`src/rtl/ov5640_dvp_tx_pkg.sv`:
```
// ---------------------------------------------------------------------------
// ov5640_dvp_tx_pkg
//   Shared types for the OV5640-style DVP transmitter: the frame FSM state
//   encoding and the test-pattern selector codes.
// ---------------------------------------------------------------------------
package ov5640_dvp_tx_pkg;

    typedef enum logic [2:0] {
        IDLE   = 3'd0,
        VSYNC  = 3'd1,
        VBACK  = 3'd2,
        ACTIVE = 3'd3,
        VFRONT = 3'd4
    } state_t;

    typedef enum logic [1:0] {
        PAT_RAMP = 2'd0,
        PAT_BARS = 2'd1,
        PAT_FLAT = 2'd2,
        PAT_FCNT = 2'd3
    } pattern_t;

    // Number of equal-width vertical bars in the bars pattern; the bar index
    // occupies the top three bits of the pixel.
    localparam int BAR_COUNT = 8;

endpackage

```
`src/rtl/ov5640_dvp_tx_pattern_gen.sv`:
```
// ---------------------------------------------------------------------------
// dvp_pattern_gen
//   Combinational synthetic-image generator. Produces one raw Bayer pixel
//   from the active column/row, the frame counter and the pattern latched
//   for the current frame. All arithmetic is truncated to DATA_WIDTH bits.
//
//   x, y       active column / row
//   frame_cnt  frame counter (DATA_WIDTH bits)
//   pattern    selected test pattern
//   pixel      generated pixel value
// ---------------------------------------------------------------------------
module dvp_pattern_gen
    import ov5640_dvp_tx_pkg::*;
#(
    parameter int VIDEO_WIDTH = 1280,
    parameter int DATA_WIDTH  = 8,
    parameter int XW          = 11,
    parameter int YW          = 10
) (
    input  logic [XW-1:0]         x,
    input  logic [YW-1:0]         y,
    input  logic [DATA_WIDTH-1:0] frame_cnt,
    input  pattern_t              pattern,
    output logic [DATA_WIDTH-1:0] pixel
);

    logic [31:0] bar_idx;

    // NOTE: every output of a combinational block gets a default first, so
    // no path through the block leaves it unassigned and infers a latch.
    always_comb begin
        pixel   = '0;
        bar_idx = (32'(x) * 32'(BAR_COUNT)) / 32'(VIDEO_WIDTH);
        case (pattern)
            PAT_RAMP: pixel = DATA_WIDTH'(x) + DATA_WIDTH'(y) + frame_cnt;
            PAT_BARS: pixel = DATA_WIDTH'(bar_idx << (DATA_WIDTH - 3));
            PAT_FLAT: pixel = DATA_WIDTH'(1) << (DATA_WIDTH - 1);
            PAT_FCNT: pixel = frame_cnt;
            default:  pixel = '0;
        endcase
    end

endmodule

```
`src/rtl/ov5640_dvp_tx.sv`:
```
// ---------------------------------------------------------------------------
// ov5640_dvp_tx
//   Sensor-side DVP transmitter emulating an OV5640 raw 8-bit parallel
//   output. Generates vsync / line-valid timing and a synthetic Bayer image.
//
//   clk              pixel clock, rising edge
//   rst              asynchronous, active-low reset
//   in_enable        run request, sampled only at frame boundaries
//   in_pattern       0 ramp, 1 vertical bars, 2 flat grey, 3 frame counter
//   out_data         raw pixel, 0 whenever out_hsync is low
//   out_vsync        frame sync, active high
//   out_hsync        line valid (HREF), high during active pixels only
//   out_frame_start  one-cycle pulse on the first vsync cycle
// ---------------------------------------------------------------------------
module ov5640_dvp_tx
    import ov5640_dvp_tx_pkg::*;
#(
    parameter int VIDEO_WIDTH      = 1280,
    parameter int VIDEO_HEIGHT     = 720,
    parameter int VIDEO_DATA_WIDTH = 8,
    parameter int H_BLANK          = 64,
    parameter int V_SYNC           = 2,
    parameter int V_BACK           = 4,
    parameter int V_FRONT          = 2
) (
    input  logic                        clk,
    input  logic                        rst,
    input  logic                        in_enable,
    input  logic [1:0]                  in_pattern,
    output logic [VIDEO_DATA_WIDTH-1:0] out_data,
    output logic                        out_vsync,
    output logic                        out_hsync,
    output logic                        out_frame_start
);

    localparam int W     = VIDEO_DATA_WIDTH;
    localparam int L     = VIDEO_WIDTH + H_BLANK;
    localparam int HCW   = (L > 1) ? $clog2(L) : 1;
    localparam int V_M1  = (V_SYNC > V_BACK) ? V_SYNC : V_BACK;
    localparam int V_M2  = (VIDEO_HEIGHT > V_FRONT) ? VIDEO_HEIGHT : V_FRONT;
    localparam int V_MAX = (V_M1 > V_M2) ? V_M1 : V_M2;
    localparam int VCW   = (V_MAX > 0) ? $clog2(V_MAX + 1) : 1;

    localparam logic [HCW-1:0] H_LAST = HCW'(L - 1);

    state_t           state_q, state_d;
    logic [HCW-1:0]   h_cnt_q, h_cnt_d;
    logic [VCW-1:0]   v_cnt_q, v_cnt_d;
    logic [W-1:0]     frame_cnt_q, frame_cnt_d;
    pattern_t         pattern_q, pattern_d;
    logic [W-1:0]     data_q, data_d;
    logic             vsync_q, vsync_d;
    logic             hsync_q, hsync_d;
    logic             fs_q, fs_d;

    logic [W-1:0]     pixel;
    logic             state_last;
    logic             advance;
    state_t           nxt;
    logic             go;
    logic             wrap;
    logic             enter;

    function automatic logic [VCW-1:0] state_lines(input state_t s);
        case (s)
            VSYNC:   return VCW'(V_SYNC);
            VBACK:   return VCW'(V_BACK);
            ACTIVE:  return VCW'(VIDEO_HEIGHT);
            VFRONT:  return VCW'(V_FRONT);
            default: return '0;
        endcase
    endfunction

    dvp_pattern_gen #(
        .VIDEO_WIDTH (VIDEO_WIDTH),
        .DATA_WIDTH  (W),
        .XW          (HCW),
        .YW          (VCW)
    ) u_pattern_gen (
        .x         (h_cnt_q),
        .y         (v_cnt_q),
        .frame_cnt (frame_cnt_q),
        .pattern   (pattern_q),
        .pixel     (pixel)
    );

    // Next-state and counter logic.
    always_comb begin
        state_d     = state_q;
        h_cnt_d     = h_cnt_q;
        v_cnt_d     = v_cnt_q;
        frame_cnt_d = frame_cnt_q;
        pattern_d   = pattern_q;
        nxt         = state_q;
        go          = 1'b1;
        wrap        = 1'b0;
        enter       = 1'b0;

        state_last = (h_cnt_q == H_LAST) &&
                     (v_cnt_q == state_lines(state_q) - 1'b1);
        advance    = (state_q == IDLE) ? in_enable : state_last;

        if (state_q != IDLE) begin
            if (h_cnt_q == H_LAST) begin
                h_cnt_d = '0;
                v_cnt_d = v_cnt_q + 1'b1;
            end else begin
                h_cnt_d = h_cnt_q + 1'b1;
            end
        end

        if (advance) begin
            // Walk the state chain, hopping over any state with zero lines.
            // Bounded by the number of frame states so it always unrolls.
            for (int i = 0; i < 5; i++) begin
                if (go) begin
                    case (nxt)
                        IDLE, VFRONT: begin
                            if (nxt == VFRONT) wrap = 1'b1;
                            if (in_enable) begin
                                nxt   = VSYNC;
                                enter = 1'b1;
                            end else begin
                                nxt = IDLE;
                            end
                        end
                        VSYNC:   nxt = VBACK;
                        VBACK:   nxt = ACTIVE;
                        ACTIVE:  nxt = VFRONT;
                        default: nxt = IDLE;
                    endcase
                    go = (nxt != IDLE) && (state_lines(nxt) == '0);
                end
            end
            state_d = nxt;
            h_cnt_d = '0;
            v_cnt_d = '0;
            if (wrap)  frame_cnt_d = frame_cnt_q + 1'b1;
            if (enter) pattern_d   = pattern_t'(in_pattern);
        end
    end

    // Output decode: computed from the current state/counters and registered,
    // so data and hsync leave on the same edge with no skew.
    always_comb begin
        vsync_d = (state_q == VSYNC);
        fs_d    = (state_q == VSYNC) && (h_cnt_q == '0) && (v_cnt_q == '0);
        hsync_d = (state_q == ACTIVE) && (32'(h_cnt_q) < 32'(VIDEO_WIDTH));
        data_d  = hsync_d ? pixel : '0;
    end

    // NOTE: sequential state uses non-blocking assignments so every flop
    // samples its pre-edge inputs regardless of statement order.
    always_ff @(posedge clk or negedge rst) begin
        if (!rst) begin
            state_q     <= IDLE;
            h_cnt_q     <= '0;
            v_cnt_q     <= '0;
            frame_cnt_q <= '0;
            pattern_q   <= PAT_RAMP;
            data_q      <= '0;
            vsync_q     <= 1'b0;
            hsync_q     <= 1'b0;
            fs_q        <= 1'b0;
        end else begin
            state_q     <= state_d;
            h_cnt_q     <= h_cnt_d;
            v_cnt_q     <= v_cnt_d;
            frame_cnt_q <= frame_cnt_d;
            pattern_q   <= pattern_d;
            data_q      <= data_d;
            vsync_q     <= vsync_d;
            hsync_q     <= hsync_d;
            fs_q        <= fs_d;
        end
    end

    assign out_data        = data_q;
    assign out_vsync       = vsync_q;
    assign out_hsync       = hsync_q;
    assign out_frame_start = fs_q;

endmodule

```
`config.mk`:
```
export PLATFORM = sky130hd
export DESIGN_NAME = ov5640_dvp_tx
export DESIGN_NICKNAME = d
export VERILOG_FILES = /design/src/rtl/ov5640_dvp_tx_pkg.sv /design/src/rtl/ov5640_dvp_tx_pattern_gen.sv /design/src/rtl/ov5640_dvp_tx.sv
export SDC_FILE = /design/constraint.sdc
export NUM_CORES = 1
export LEC_CHECK = 0
export ABC_CLOCK_PERIOD_IN_PS = 4650
export BUFFER_PORTS_ARGS = -buffer_cell sky130_fd_sc_hd__buf_2
export CAP_MARGIN = 20
export CORE_MARGIN = 1.5
export CORE_UTILIZATION = 55
export CTS_CLUSTER_SIZE = 24
export DETAILED_ROUTE_END_ITERATION = 12
export PLACE_DENSITY = 0.76
export RECOVER_POWER = 50
export SLEW_MARGIN = 5
export SYNTH_ARGS = -nofsm -noshare
export SYNTH_HDL_FRONTEND = slang
export SYNTH_SLANG_ARGS = --single-unit
```
`constraint.sdc`:
```
create_clock -name clk -period 4.65 [get_ports clk]
set_input_delay 0.93 -clock clk [delete_from_list [all_inputs] [get_ports clk]]
set_output_delay 0.93 -clock clk [all_outputs]
set_load 0.01 [all_outputs]
```
== Word-level counts from Yosys, hierarchy flattened ==
Index checks and enable logic that the tools add are counted.
Cells by class
  $lt $le $gt $ge: 1
  add/sub/neg operators: 6
  multiplexer cells: 81
  div/mod/pow operators: 1
  equality and inequality tests: 41
  reduce and logical (&&, ||, !) cells: 40
Operators with widths (number)
  $pmux 10 s3: 5
  $mux 10: 10
  $pmux 3 s4: 5
  $eq 3x2->1 const B: 18
  $logic_not 10->1: 5
  $mux 3: 15
  $mux 1: 41
  $mux 11: 3
  $div 14x11->32 const B: 1
  $pmux 8 s4: 1
  $eq 3x1->1 const B: 9
  $eq 3x3->1 const B: 9
  $reduce_or 2->1: 10
  $add 8x8->8: 2
  $logic_not 3->1: 5
  $reduce_bool 3->1: 5
  $add 11x1->11 const B: 1
  $eq 11x11->1 const B: 1
  $logic_not 11->1: 1
  $lt 11x11->1 const B: 1
  $add 10x1->10 const B: 1
  $eq 10x10->1: 1
  $sub 10x1->10 const B: 1
  $add 8x1->8 const B: 1
  7 further kinds: 18
Storage, ports and cells
  register bits after elaboration: 45
  output and inout bits: 11
  input bits: 5

== Depth between registers and ports, before layout ==
Gate-level depths: netlist of the first run.
  word-level depth: 51
  depth in mapped cells: 16
  depth with buffers taken out: 15

== By module ==
From an unflattened synthesis of the first run, not the netlist that was laid out.
Unflattened totals
  cells, all modules: 369
  area total of the unflattened synthesis: 3370.7 µm²
By module, submodules not included
  ov5640_dvp_tx: cells each 244, area an instance 2418.6 µm², instances 1
  dvp_pattern_gen: cells each 125, area an instance 952.2 µm², instances 1

== Worst setup path after synthesis of the first run ==
No wires, ideal clock.
  kind: register to register
  start: reg h_cnt_q[0]
  end: reg data_q[5], in the netlist out_data[5]
  stages on the path, launching flop included: 17
  clock period less this slack: 3.402 ns
  arrival time: 3.271 ns
  data required time: 4.519 ns
  slack: 1.248 ns
  library setup time: 0.131 ns
  path buffers: 1
  path through: dfrtp_1 inv_1 ha_1 nor4b_4 nand2_1 a21o_1 ha_1 nand2_1 nand3_1 a211o_1 buf_4 nor2_1 a2111oi_2 a21oi_2 nor2_1 o311ai_0 o2bb2ai_1
Between the ends
  cells in the longest elaborated chain, start to end: 4
  elaborated cells between the ends (all ways): 7
  those cells by class: add/sub (2); div (1); order compare (1); mux (2); reduce/logical (1)
Ends and longest elaborated chain
  start: declaration: RTL line ov5640_dvp_tx.sv:47  | logic [HCW-1:0] h_cnt_q, h_cnt_d;
  start signal: assignment: RTL line ov5640_dvp_tx.sv:167  | h_cnt_q <= h_cnt_d;
  branches (longest 3 deep; another with $div 14x11->32)
  $mux 8 (*): RTL line ov5640_dvp_tx.sv:149  | data_d = hsync_d ? pixel : '0;
  net data_d[5]: RTL line ov5640_dvp_tx.sv:51  | logic [W-1:0] data_q, data_d;
  end signal: assignment: RTL line ov5640_dvp_tx.sv:171  | data_q <= data_d;
  end: declaration: RTL line ov5640_dvp_tx.sv:51
Mark *: on every way through the listed nets, which the timed path passes.
A chain may end at the register's enable or synchronous reset.

== Final worst setup path of the first run ==
  start: reg h_cnt_q[0]
  end: reg data_q[6], in the netlist out_data[6]
The elaborated chain is that of the path after synthesis.

==> run summary, run 1 <==
Outcome -> complete, but fails checks
Failing checks -> max-capacitance violations, max-slew violations
Cell taking the most area after synthesis -> dfrtp_1
Crit. End Element -> flop
Total I/O pin count -> 16
Maximum fanout along the worst path -> 9
Synth top area share -> 31.99%
DRT iter0 DRCs -> 181
Wire length per cell -> 16.69 µm
Clk_skew -> 0.01014 ns
Root Buffer -> clkbuf_8
PwrDens -> 205.3 mW/mm²
Max H-tree Level -> 2
First-pass GRT wire length -> 13680 µm
Slowest cell on crit path -> dfrtp_1
Non-filler cells, final -> 473
Mux cell area share after synthesis -> 2.417%
Synth Area in Compound Gates -> 19.59%
Tightest Hold Check Type -> in2async
Post-synth EDFFs -> 0
Synth Cell Area -> 0.003520 mm²
Largest net degree at the start of global routing -> 46
Setup TNS -> 0 ns
Worst R2R Start -> h_cnt_q[0]
Die width -> 83.00 µm
Drt pass-1 iters -> 5
Number of post-CTS setup repair buffers -> 0
WS Path Type -> reg2reg
Die area -> 0.006888 mm²
Cells after Synth -> 393
Gpl congestion -> 0.9357
Max VDD drop -> 238.5 µV
Layout Utilization -> 61.21%
Largest stage delay, worst path -> 0.52 ns
Clk buf depth -> 2
Die span in y -> 83.00 µm
Area Growth Syn to Fin -> 5.404%
Clock transition at path regs -> 0.09 ns
CP Cell Sequence -> inv_1 > ha_1 > nor4b_4 > nand2_1 > a21o_1 > ha_1 > nand2_1 > nand3_1 > a211oi_2 > nor2_1 > xor2_1 > and4_1 > nor3_2 > a211o_1 > a21oi_2
# nets final -> 426
Synth Register Bits -> 45
Placed cells -> 464
Ys Warns -> 0
CP required -> 4.88 ns
Fill cells -> 513
Syn_area_per_cell -> 8.956 µm²
Slew headroom -> -40.14%
Post-Synth XOR/XNOR Area -> 7.679%
Final Max Tran Viols -> 41
Most common flop cell mapped by yosys -> dfrtp_1
Post-synth top cells -> dfrtp_1 (45), nor2_1 (34), nand2_1 (33)
Initial Utilization -> 58.07%
RSZ-0062 raised after global routing -> false
Crit path from -> h_cnt_q[0]
Worst EP arrival -> 4.19 ns
Syn Nets -> 422
Post-Synth Simple-Gate Area -> 23.14%
Antenna violations before repair -> 0
Final HPWL DP -> 5817 µm
Post-Synth Adder-Cell Area -> 10.24%
Number of port buffers -> 15
Max-cap violations -> 1
Final hold vios -> 0
Tot GR Track Use -> 24.12%
Num CTS Buffers -> 5
DRC Markers -> 0
Hold_buf cts -> 0
ANT cells -> 0
Crit start category -> flop
Most common cell in the netlist -> dfrtp_1
Share of flip-flops with an asynchronous set or reset -> 100.0%
CTS sink cnt -> 45
Yosys cell types -> 63
Post-DRT Antenna Nets -> 0
Crit path time final -> 3.958 ns
Num rows -> 28
Via/cell ratio -> 6.216
Sequential-to-total area share from yosys stat -> 31.99%
Synth area leaders -> dfrtp_1 (32%), ha_1 (5.7%), fa_1 (4.6%), o21ai_0 (4.0%), xnor2_1 (4.0%)
Clock latency on the worst-skew pair -> 0.31 ns
CTS tree -> yes
Largest family of logic cells by synthesized area -> simple AND/OR/NAND/NOR gates
Worst-Margin Slew -> 2.102 ns
Vias in the first global route -> 2869
Max Freq -> 252.6 MHz
Post-cts resize count -> 0
P_leak -> 1.694 nW
Overflow after GRT -> 0
Via count -> 2940
Setup Viol. Count Final -> 0
Period utilization -> 85.13%
Routed wire length -> 7895 µm
Share of cells above drive strength 1 -> 10.30%
Core Region -> 0.006061 mm²
worst max-delay path, delay by kind of cell, from the launching register on:
| family | cells | cell delay, ns |
|---|---|---|
| simple gates | 7 | 1.30 |
| compound gates | 4 | 1.05 |
| fa+ha+maj | 2 | 0.56 |
| flops | 1 | 0.52 |
| xor+xnor | 1 | 0.32 |
| buf+inv | 1 | 0.13 |
placed cells by master (no fill, tap or decap), drive strengths merged, types with 3 or more instances in the layout:
| master | n |
|---|---|
| and2 | 3 |
| nand2 | 33 |
| clkbuf | 11 |
| nand4 | 7 |
| a211oi | 5 |
| o21ai | 30 |
| nor2b | 6 |
| mux2i | 4 |
| and3 | 7 |
| buf | 12 |
| mux2 | 4 |
| a22oi | 5 |
| o21bai | 3 |
| nor4 | 6 |
| a31oi | 3 |
| ha | 16 |
| nand3 | 19 |
| o211ai | 3 |
| nor3 | 12 |
| and4 | 4 |
| a21oi | 23 |
| xor2 | 14 |
| nor4b | 4 |
| xnor2 | 16 |
| fa | 8 |
| o31ai | 5 |
| nand2b | 6 |
| or3 | 6 |
| nor2 | 34 |
| dfrtp | 45 |
| a21o | 6 |
| inv | 13 |
area by class of cell:
type	count	area [µm²]	share of cell area [%]
multi-input combinational	314	2220	59.83
sequential	45	1126	30.35
tap	75	93.84	2.530
timing repair buffer	18	87.58	2.361
clock buffer	5	68.82	1.855
clock inverter	3	65.06	1.754
inverter	13	48.80	1.315
metrics by stage:
| stage | hold slack [ns] | total power [mW] | setup slack, ns | area, µm² |
|---|---|---|---|---|
| after floorplan | 0.4852 | 0.4076 | 1.248 | 3520 |
| after CTS | 0.5361 | 0.7693 | 0.7454 | 3712 |
| after global routing | 0.4806 | 0.7891 | 0.3199 | 3710 |
| after global placement | 0.5210 | 0.4178 | 0.8939 | 3578 |
| final | 0.4688 | 0.7616 | 0.6916 | 3710 |
| after detailed placement | 0.5236 | 0.4186 | 0.7912 | 3578 |
routing by layer:
metal	wire (µm)	up-vias	global-route usage, %	share of wire (%)
li1	-	1428	-	-
met4	186	0	9.091	2.4
met5	0	-	0	0
met1	3642	1398	33.44	46
met2	3685	94	38.36	47
met3	381	20	3.380	4.8
power breakdown:
group          switching [mW]  internal, mW  total [mW]
clock                   0.138         0.213       0.351
combinational          0.0131       0.00449      0.0176
sequential            0.00149         0.391       0.393
total                   0.152         0.609       0.762
sequential cells by signal, indices dropped and copies added, names as in the netlist:
| name | count |
|---|---|
| out_frame_start | 1 |
| frame_cnt_q | 8 |
| h_cnt_q | 11 |
| out_vsync | 1 |
| v_cnt_q | 10 |
| out_hsync | 1 |
| state_q | 3 |
| pattern_q | 2 |
| out_data | 8 |
cells by family (layout without fill, tap and decap cells):
logic type / after synthesis / in the layout
flops: 45 / 45
compound gates: 101 / 101
buf+inv: 34 / 39
simple gates: 151 / 151
fa+ha+maj: 24 / 24
mux: 8 / 8
xor+xnor: 30 / 30
worst paths after layout:
check                                  to  slack, ns  cells past startpoint
min                           out_data[0]       0.47                      1
max                           out_data[6]       0.69                     15
max reg2reg                   out_data[6]       0.69                     15
min reg2reg                frame_cnt_q[7]       0.54                      1
min in group clk           frame_cnt_q[7]       0.54                      1
max in group asynchronous      h_cnt_q[8]       1.90                      2
Note: power is estimated with default switching activity, not from simulation.
==> inputs of run 2 (changes only) <==
--- a/config.mk
+++ b/config.mk
@@ -12,7 +12,7 @@
 export CORE_UTILIZATION = 55
 export CTS_CLUSTER_SIZE = 24
 export DETAILED_ROUTE_END_ITERATION = 12
-export PLACE_DENSITY = 0.76
+export PLACE_DENSITY = 0.72
 export RECOVER_POWER = 50
 export SLEW_MARGIN = 5
 export SYNTH_ARGS = -nofsm -noshare
==> run 2 against run 1 <==
Effect of this change: the run still ends with max-capacitance violations, max-slew violations left; combinational power about the same; first-iteration DRC count decreased by 14%; sequential power about the same; power decreased by 6.9%; clock skew decreased by 0.0022 ns; cell area decreased by 0.54%; final cell count unchanged; worst hold slack improved by 0.079 ns; via count decreased by 1.8%; sequential share of layout area increased by 0.16 points; critical path depth unchanged; highest routed layer is now met5.
==> run summary, run 2 (synthesis results as in run 1) <==
CTS sink cnt -> 45
Top flop regs -> h_cnt_q: 11 flops, v_cnt_q: 10 flops
Number of post-CTS setup repair buffers -> 0
Overflow after GRT -> 0
PwrDens -> 192.1 mW/mm²
Area Growth Syn to Fin -> 4.835%
Register area -> 0.001126 mm²
Antenna violations before repair -> 1
Clk pwr share -> 42.1%
Pint -> 0.5570 mW
Share of cells above drive strength 1 -> 10.55%
Via/cell ratio -> 6.104
Slew headroom -> -30.85%
Clock transition at path regs -> 0.09 ns
Most frequent cells in the layout -> dfrtp_1 (45), nor2_1 (34), nand2_1 (33)
Sequential share of power -> 55.4%
Fill cells -> 527
P_leak -> 1.689 nW
Multi-input gate area -> 0.002220 mm²
Comb pwr share -> 2.5%
ANT cells -> 0
Vias in the first global route -> 2668
Core Region -> 0.006061 mm²
Setup Viol. Count Final -> 0
Root Buffer -> clkbuf_8
Period utilization -> 83.40%
Max Freq -> 257.9 MHz
# nets final -> 426
Number of port buffers -> 15
DRT iter0 DRCs -> 156
Clock latency on the worst-skew pair -> 0.30 ns
Worst-Margin Slew -> 1.963 ns
Num rows -> 28
Post-DRT Antenna Nets -> 0
CTS tree -> yes
Worst EP arrival -> 4.10 ns
Largest net degree at the start of global routing -> 46
Crit start category -> flop
Wire length per cell -> 16.56 µm
Max layer used -> met5
Clk_skew -> 0.007926 ns
Drt pass-1 iters -> 4
Die width -> 83.00 µm
Hold_buf cts -> 0
Max VDD drop -> 142.5 µV
Tightest Hold Check Type -> in2async
Final hold vios -> 0
Layout Utilization -> 60.88%
Die area -> 0.006888 mm²
WL met2 -> 3618 µm
Post-cts resize count -> 0
DRC Markers -> 0
Die span in y -> 83.00 µm
Tot GR Track Use -> 23.32%
Failing checks -> max-capacitance violations, max-slew violations
Metal1 wirelength -> 3601 µm
Final Max Tran Viols -> 37
First-pass GRT wire length -> 13070 µm
Psw -> 0.1518 mW
Gpl congestion -> 0.8405
Routed wire length -> 7832 µm
Max H-tree Level -> 2
Outcome -> complete, but fails checks
Max-cap violations -> 1
Setup TNS -> 0 ns
CP required -> 4.87 ns
Initial Utilization -> 58.07%
Max reg flops -> 11
Crit. End Element -> flop
Final HPWL DP -> 5732 µm
Num CTS Buffers -> 5
Met3 Wirelength -> 462 µm
Most flop-heavy register -> h_cnt_q
Most common cell after layout, fill and taps aside -> dfrtp_1
Total power -> 0.7088 mW
Via count -> 2887
Clk buf depth -> 2
Crit path time final -> 3.878 ns
RSZ-0062 raised after global routing -> false
WS Path Type -> reg2reg
Maximum fanout along the worst path -> 9
Total I/O pin count -> 16
Sw Ratio -> 21.41%
[run 2: power groups by stage]
| stage | Combinational, mW | Sequential [mW] | Clock [mW] |
|---|---|---|---|
| finish | 0.0174 | 0.393 | 0.298 |
| global route | 0.0204 | 0.393 | 0.325 |
| CTS | 0.0180 | 0.393 | 0.308 |
| detailed placement | 0.0180 | 0.401 | 0 |
| global placement | 0.0177 | 0.401 | 0 |
| floorplan | 0.00804 | 0.400 | 0 |
[run 2: path summary, 6_finish.rpt]
kind / from / cells after the start / slack (ns) / to
min in group clk: frame_cnt_q[3] / 1 / 0.58 / frame_cnt_q[3]
min: rst / 1 / 0.55 / out_data[2]
max in group asynchronous: rst / 2 / 1.90 / h_cnt_q[8]
max: h_cnt_q[0] / 15 / 0.77 / out_data[6]
max reg2reg: h_cnt_q[0] / 15 / 0.77 / out_data[6]
min reg2reg: frame_cnt_q[3] / 1 / 0.58 / frame_cnt_q[3]
[run 2: worst max-delay path, cell delays in order, from the launching register on]
cell	delay, ns
dfrtp_1	0.51
inv_1	0.11
ha_1	0.26
nor4b_4	0.44
nand2_1	0.18
a21o_1	0.22
ha_1	0.29
nand2_1	0.09
nand3_1	0.14
a211oi_2	0.41
nor2_1	0.11
xor2_1	0.30
and4_1	0.26
nor3_2	0.05
a211o_1	0.30
a21oi_2	0.13
[run 2: area by class of cell]
cell class | instances | area share [%]
clock buffer | 5 | 1.865
timing repair buffer | 18 | 2.408
tap | 75 | 2.543
sequential | 45 | 30.52
clock inverter | 3 | 1.187
multi-input combinational | 314 | 60.16
inverter | 13 | 1.322
[run 2: layer usage]
layer	vias up	track usage, %
met5	-	0
met4	2	8.030
met3	16	5.169
met2	71	36.14
met1	1366	32.27
li1	1432	-
[run 2: metrics by stage]
stage          worst slack, ns  instances  cell area [µm²]  hold WS, ns
2_1_floorplan            1.248        393             3520       0.4852
3_3_place_gp            0.9026        464             3578       0.5447
3_5_place_dp            0.8182        464             3578       0.5679
4_1_cts                 0.7923        472             3691       0.5808
5_1_grt                 0.4237        473             3690       0.5847
6_report                0.7719        473             3690       0.5483
